==> config.mk <==
export PLATFORM = sky130hd
export DESIGN_NAME = aes_key_expansion_ctrl
export DESIGN_NICKNAME = d
export VERILOG_FILES = /design/src/rtl/aes_key_expansion_ctrl.sv
export SDC_FILE = /design/constraint.sdc
export NUM_CORES = 1
export LEC_CHECK = 0
export CORE_AREA = 5 5 293 295
export CTS_BUF_LIST = sky130_fd_sc_hd__clkbuf_4 sky130_fd_sc_hd__clkbuf_8 sky130_fd_sc_hd__clkbuf_16
export CTS_CLUSTER_DIAMETER = 60
export CTS_CLUSTER_SIZE = 20
export DETAILED_ROUTE_END_ITERATION = 7
export DIE_AREA = 0 0 298 300
export HOLD_SLACK_MARGIN = 0.02
export PLACE_DENSITY = 0.52
export SLEW_MARGIN = 15
export SYNTH_ARGS = -nofsm -noshare
export SYNTH_HDL_FRONTEND = slang
export SYNTH_SLANG_ARGS = --single-unit
==> constraint.sdc <==
create_clock -name clk -period 32.8 [get_ports clk]
set_input_delay 3.28 -clock clk [delete_from_list [all_inputs] [get_ports clk]]
set_output_delay 3.28 -clock clk [all_outputs]
set_load 0.005 [all_outputs]
==> src/rtl/aes_key_expansion_ctrl.sv <==
`default_nettype none
// ============================================================================
//  Module      : aes_key_expansion_ctrl (with helper aes_sbox)
//  Description : Sequential AES-128 key schedule. Produces round keys 0..10
//                one at a time over a valid/ready handshake, sharing a single
//                8-bit S-box across the four SubWord bytes of each round.
//  Revision    : 1.0 - initial release
// ============================================================================

// ----------------------------------------------------------------------------
//  aes_sbox : combinational AES S-box (GF(2^8) inverse followed by the affine
//  transform). The inverse is a^254 built from a square-and-multiply chain.
// ----------------------------------------------------------------------------
module aes_sbox (
    input  logic [7:0] sbox_in,
    output logic [7:0] sbox_out
);

    // GF(2^8) multiply modulo x^8 + x^4 + x^3 + x + 1
    function automatic logic [7:0] gf_mul(input logic [7:0] a, input logic [7:0] b);
        logic [7:0] p;
        logic [7:0] x;
        p = 8'h00;
        x = a;
        for (int i = 0; i < 8; i++) begin
            if (b[i]) begin
                p = p ^ x;
            end
            x = {x[6:0], 1'b0} ^ (x[7] ? 8'h1b : 8'h00);
        end
        return p;
    endfunction

    // Multiplicative inverse as a^254; maps 0 to 0 as AES requires
    function automatic logic [7:0] gf_inv(input logic [7:0] a);
        logic [7:0] x3, x7, x15, x31, x63, x127;
        x3   = gf_mul(gf_mul(a, a), a);
        x7   = gf_mul(gf_mul(x3, x3), a);
        x15  = gf_mul(gf_mul(x7, x7), a);
        x31  = gf_mul(gf_mul(x15, x15), a);
        x63  = gf_mul(gf_mul(x31, x31), a);
        x127 = gf_mul(gf_mul(x63, x63), a);
        return gf_mul(x127, x127);
    endfunction

    logic [7:0] w_inv;

    // Inverse then affine transform with constant 0x63
    always_comb begin
        w_inv    = gf_inv(sbox_in);
        sbox_out = w_inv
                 ^ {w_inv[6:0], w_inv[7]}
                 ^ {w_inv[5:0], w_inv[7:6]}
                 ^ {w_inv[4:0], w_inv[7:5]}
                 ^ {w_inv[3:0], w_inv[7:4]}
                 ^ 8'h63;
    end

endmodule

// ----------------------------------------------------------------------------
//  aes_key_expansion_ctrl : key-schedule controller
// ----------------------------------------------------------------------------
module aes_key_expansion_ctrl #(
    parameter int NR = 10
) (
    input  logic         clk,
    input  logic         rst_n,
    input  logic         start,
    input  logic [127:0] key_in,
    input  logic         rk_ready,
    output logic [127:0] round_key,
    output logic         rk_valid,
    output logic [3:0]   round_idx,
    output logic         busy,
    output logic         done
);

    // Only the 10-round AES-128 schedule is implemented
    if (NR != 10) begin : g_nr_unsupported
        $error("aes_key_expansion_ctrl: only NR=10 is supported");
    end

    typedef enum logic [1:0] {
        S_IDLE = 2'd0,
        S_WAIT = 2'd1,
        S_SUB  = 2'd2,
        S_CALC = 2'd3
    } state_t;

    state_t       r_state;
    state_t       w_state_nxt;
    logic [1:0]   r_cnt;
    logic [31:0]  r_sub_word;
    logic [7:0]   r_rcon;

    logic         w_load;
    logic         w_accept;
    logic         w_last;
    logic [7:0]   w_sbox_in;
    logic [7:0]   w_sbox_out;
    logic [7:0]   w_rcon_nxt;
    logic [31:0]  w_t;
    logic [31:0]  w_w0;
    logic [31:0]  w_w1;
    logic [31:0]  w_w2;
    logic [31:0]  w_w3;
    logic [127:0] w_next_key;

    // The only S-box instance; time-multiplexed over the four SubWord bytes
    aes_sbox u_sbox (
        .sbox_in  (w_sbox_in),
        .sbox_out (w_sbox_out)
    );

    // Handshake qualifiers; a start coinciding with done is deliberately dropped
    assign w_load   = (r_state == S_IDLE) && start && !done;
    assign w_accept = (r_state == S_WAIT) && rk_valid && rk_ready;
    assign w_last   = (round_idx == 4'd10);

    // S-box input: byte cnt of RotWord(w3) in SUB, zero otherwise
    always_comb begin
        w_sbox_in = 8'h00;
        if (r_state == S_SUB) begin
            case (r_cnt)
                2'd0:    w_sbox_in = round_key[23:16];
                2'd1:    w_sbox_in = round_key[15:8];
                2'd2:    w_sbox_in = round_key[7:0];
                default: w_sbox_in = round_key[31:24];
            endcase
        end
    end

    // Next round key from the completed SubWord and the current Rcon
    always_comb begin
        w_t        = r_sub_word ^ {r_rcon, 24'h000000};
        w_w0       = round_key[127:96] ^ w_t;
        w_w1       = round_key[95:64]  ^ w_w0;
        w_w2       = round_key[63:32]  ^ w_w1;
        w_w3       = round_key[31:0]   ^ w_w2;
        w_next_key = {w_w0, w_w1, w_w2, w_w3};
        w_rcon_nxt = {r_rcon[6:0], 1'b0} ^ (r_rcon[7] ? 8'h1b : 8'h00);
    end

    // State register
    always_ff @(posedge clk or negedge rst_n) begin
        if (!rst_n) begin
            r_state <= S_IDLE;
        end else begin
            r_state <= w_state_nxt;
        end
    end

    // Next-state logic
    always_comb begin
        w_state_nxt = r_state;
        case (r_state)
            S_IDLE: if (w_load)   w_state_nxt = S_WAIT;
            S_WAIT: if (w_accept) w_state_nxt = w_last ? S_IDLE : S_SUB;
            S_SUB:  if (r_cnt == 2'd3) w_state_nxt = S_CALC;
            S_CALC: w_state_nxt = S_WAIT;
            default: w_state_nxt = S_IDLE;
        endcase
    end

    // Datapath and output registers
    always_ff @(posedge clk or negedge rst_n) begin
        if (!rst_n) begin
            round_key  <= 128'h0;
            rk_valid   <= 1'b0;
            round_idx  <= 4'd0;
            busy       <= 1'b0;
            done       <= 1'b0;
            r_cnt      <= 2'd0;
            r_sub_word <= 32'h0;
            r_rcon     <= 8'h01;
        end else begin
            done <= 1'b0;
            case (r_state)
                S_IDLE: begin
                    if (w_load) begin
                        round_key <= key_in;
                        round_idx <= 4'd0;
                        rk_valid  <= 1'b1;
                        busy      <= 1'b1;
                        r_rcon    <= 8'h01;
                    end
                end
                S_WAIT: begin
                    if (w_accept) begin
                        rk_valid <= 1'b0;
                        if (w_last) begin
                            busy <= 1'b0;
                            done <= 1'b1;
                        end else begin
                            r_cnt <= 2'd0;
                        end
                    end
                end
                S_SUB: begin
                    case (r_cnt)
                        2'd0:    r_sub_word[31:24] <= w_sbox_out;
                        2'd1:    r_sub_word[23:16] <= w_sbox_out;
                        2'd2:    r_sub_word[15:8]  <= w_sbox_out;
                        default: r_sub_word[7:0]   <= w_sbox_out;
                    endcase
                    r_cnt <= r_cnt + 2'd1;
                end
                default: begin
                    round_key <= w_next_key;
                    round_idx <= round_idx + 4'd1;
                    rk_valid  <= 1'b1;
                    r_rcon    <= w_rcon_nxt;
                end
            endcase
        end
    end

endmodule
`default_nettype wire

==> impl_metrics.json <==
{
  "routabilityCongestion": 0.867,
  "wl_um": 92000,
  "finClkSkew_ns": 0.0191,
  "preCtsSetupSlack_ns": 4.68,
  "drt_iter0_drc": 1983,
  "worstSetupPathType": "flip-flop to flip-flop",
  "grt_usage_pct": 19.6,
  "relSlewSlack_pct": 25.0,
  "finalHoldViolCount": 0,
  "min_period_ns": 28.45,
  "grt_max_degree": 106,
  "yosys.area.top_type": "dfrtp_1",
  "setup-violations-final": 0,
  "final.setup.tns_ns": 0,
  "die_x_um": 298,
  "nets": 3229,
  "finalCritPeriodShare_pct": 86.7,
  "cts_setup_buffers": 0,
  "cts.path.max_buffers": 2,
  "ys_seq_elements": 179,
  "grt_pass1_vias": 21500,
  "port_buffers": 266,
  "synth_top_area_share_pct": 18.1,
  "drive_gt1_share_pct": 6.66,
  "drtAntennaViolNets": 0,
  "fmax_mhz": 35.2,
  "grt-ovfl-total": 0,
  "maxUsedRoutingLayer": "met5",
  "crit_start": "r_state[0]",
  "cp.arrival_ns": 28.77,
  "hpwl_um": 65600,
  "yosys_most_used_dff": "dfrtp_1",
  "antenna_found_initial": 9,
  "dr_wl_met2_um": 44000,
  "clock_latency_ns": 0.47,
  "worst-path-buf-inv": 10,
  "required_ns": 33.12,
  "outcome": "complete, no violations",
  "netlist_area_sq_um": 24700,
  "cp-end-kind": "flip-flop",
  "path_clk_slew_ns": 0.08,
  "initial_core_util_pct": 29.8,
  "fin_ws_ns": 4.35,
  "min_path_type": "flip-flop to flip-flop",
  "async_flop_share_pct": 100,
  "root_buffer": "clkbuf_16",
  "grt_pass1_wl_um": 140000,
  "reg2reg_from": "r_state[0]",
  "dieArea_sq_um": 89400,
  "ff2ff_setup_slack_ns": 4.35,
  "ys_seq_area_share_pct": 18.2,
  "synth_edf_count": 0,
  "io_pins": 267,
  "wl_per_cell_um": 22.0,
  "hp-start": "rk_valid",
  "numCtsBuffers": 17,
  "synth_cells": 2973,
  "synth_nets": 3123,
  "ctsResizeCount": 0,
  "cts_num_sinks": 179,
  "finalMaxSlewViolations": 0,
  "htreeDepth": 4,
  "rows": 106,
  "slowest_stage": "ha_1",
  "worst_slew_pin_slew_ns": 1.12,
  "vias_per_cell": 5.43,
  "path_common_cell": "xnor2_1",
  "rr_worst_depth": 85,
  "yosysUniqueCellTypes": 110,
  "first_pass_iters": 8,
  "crit_end": "r_sub_word[1]",
  "critPathLaunchType": "flip-flop",
  "synth_area_leaders": "dfrtp_1, xnor2_1, xnor3_1, nor2_1, xor2_1",
  "ys_warn_count": 0,
  "die_h_um": 300,
  "cpPeakStageDelay_ns": 0.90,
  "vias": 22700,
  "regToRegEndpoint": "r_sub_word[1]",
  "met1Wirelength_um": 41000,
  "route.detailed.drc": 0,
  "cp_max_fo": 41,
  "rsz0062_at_grt": "false",
  "cap_violations": 0,
  "syn_avg_cell_area_sq_um": 8.30,
  "path_delay_family": "XOR/XNOR gates",
  "hold_buffers": 0,
  "coreArea_sq_um": 82900,
  "crit_cells": 85,
  "cts_tree": "yes",
  "syn_to_final_growth_pct": 16.6,
  "wl_met3_um": 4980
}
[worst register-to-register path, delay by kind of cell, from the launching register on]
family / cells / cell delay, ns
xor+xnor: 37 / 14.16
flops: 1 / 0.42
buf+inv: 10 / 2.59
fa+ha+maj: 7 / 3.41
compound gates: 18 / 4.33
simple gates: 13 / 3.37
[how the worst min path moves through the flow]
stage / endpoint / slack, ns / cells past startpoint
after detailed placement: r_sub_word[31] / 0.52 / 2
after global placement: rk_valid / 0.51 / 2
after global routing: r_state[1] / 0.56 / 1
final: rk_valid / 0.53 / 2
after CTS: r_sub_word[31] / 0.54 / 2
after floorplan: r_sub_word[24] / 0.48 / 2
[routing by layer]
metal	GRT usage [%]	vias to the layer above
li1	-	10800
met1	27.1	11000
met2	32.9	755
met3	2.54	112
met4	4.61	4
met5	0	-
[Yosys cell counts, types with 19 or more instances]
cell      count
a211oi_1     25
a21oi_1     138
a22oi_1      29
a31oi_1      90
and2_1       21
and3_1       22
buf_1        24
buf_2        40
clkbuf_1    136
dfrtp_1     178
inv_1        40
mux2i_1      49
nand2_1     291
nand3_1      51
nor2_1      355
nor3_1       76
nor3b_1      28
o21ai_0     148
o21ai_1      57
o22a_1       59
o22ai_1      46
xnor2_1     392
xnor2_2      24
xnor3_1     108
xor2_1      133
xor3_1       19
[final cells by class]
class | instances | area (sq um)
inverters | 45 | 170
fillers | 8619 | 54100
flip-flops and latches | 179 | 4480
diodes | 5 | 12.5
well taps | 1080 | 1350
clock buffers | 17 | 425
repair buffers | 308 | 2980
clock inverters | 15 | 174
multi-input cells | 2528 | 19200
[cells in the final DEF, fill, tap and decap left out, types with 76 or more instances in the layout]
cell type	n
o21ai_0	148
xor2_1	133
xnor3_1	108
nor3_1	76
nor2_1	354
xnor2_1	391
a21oi_1	138
nand2_1	290
a31oi_1	90
clkdlybuf4s50_1	265
dfrtp_1	178
[cell families (layout without fill, tap and decap cells)]
kind of cell	count (synthesis)	in the layout	synth area share, %
flops	179	179	18.2
xor+xnor	708	708	34.7
simple gates	919	919	16.5
buf+inv	266	385	4.62
other cells	0	5	0
mux	53	53	2.17
compound gates	830	830	23.0
fa+ha+maj	18	18	0.913
[per-stage QoR]
stage                     std cells  cell area (sq um)  hold WS, ns  utilization, %
after floorplan                2973              24700        0.475               -
after global placement         4140              28200        0.508            34.0
after detailed placement       4140              28200        0.516            34.0
after CTS                      4172              28800        0.536            34.7
after global routing           4177              28800        0.556            34.7
final                          4177              28800        0.532            34.7
[sequential cells by signal (all words and copies together), names as in the netlist]
name	flops
r_sub_word	32
busy	1
round_idx	4
rk_valid	1
r_cnt	2
round_key	128
r_state	2
done	1
r_rcon	8
Power is not shown: default switching activity piles up to over one toggle a cycle in this logic, so the estimate is an artifact.
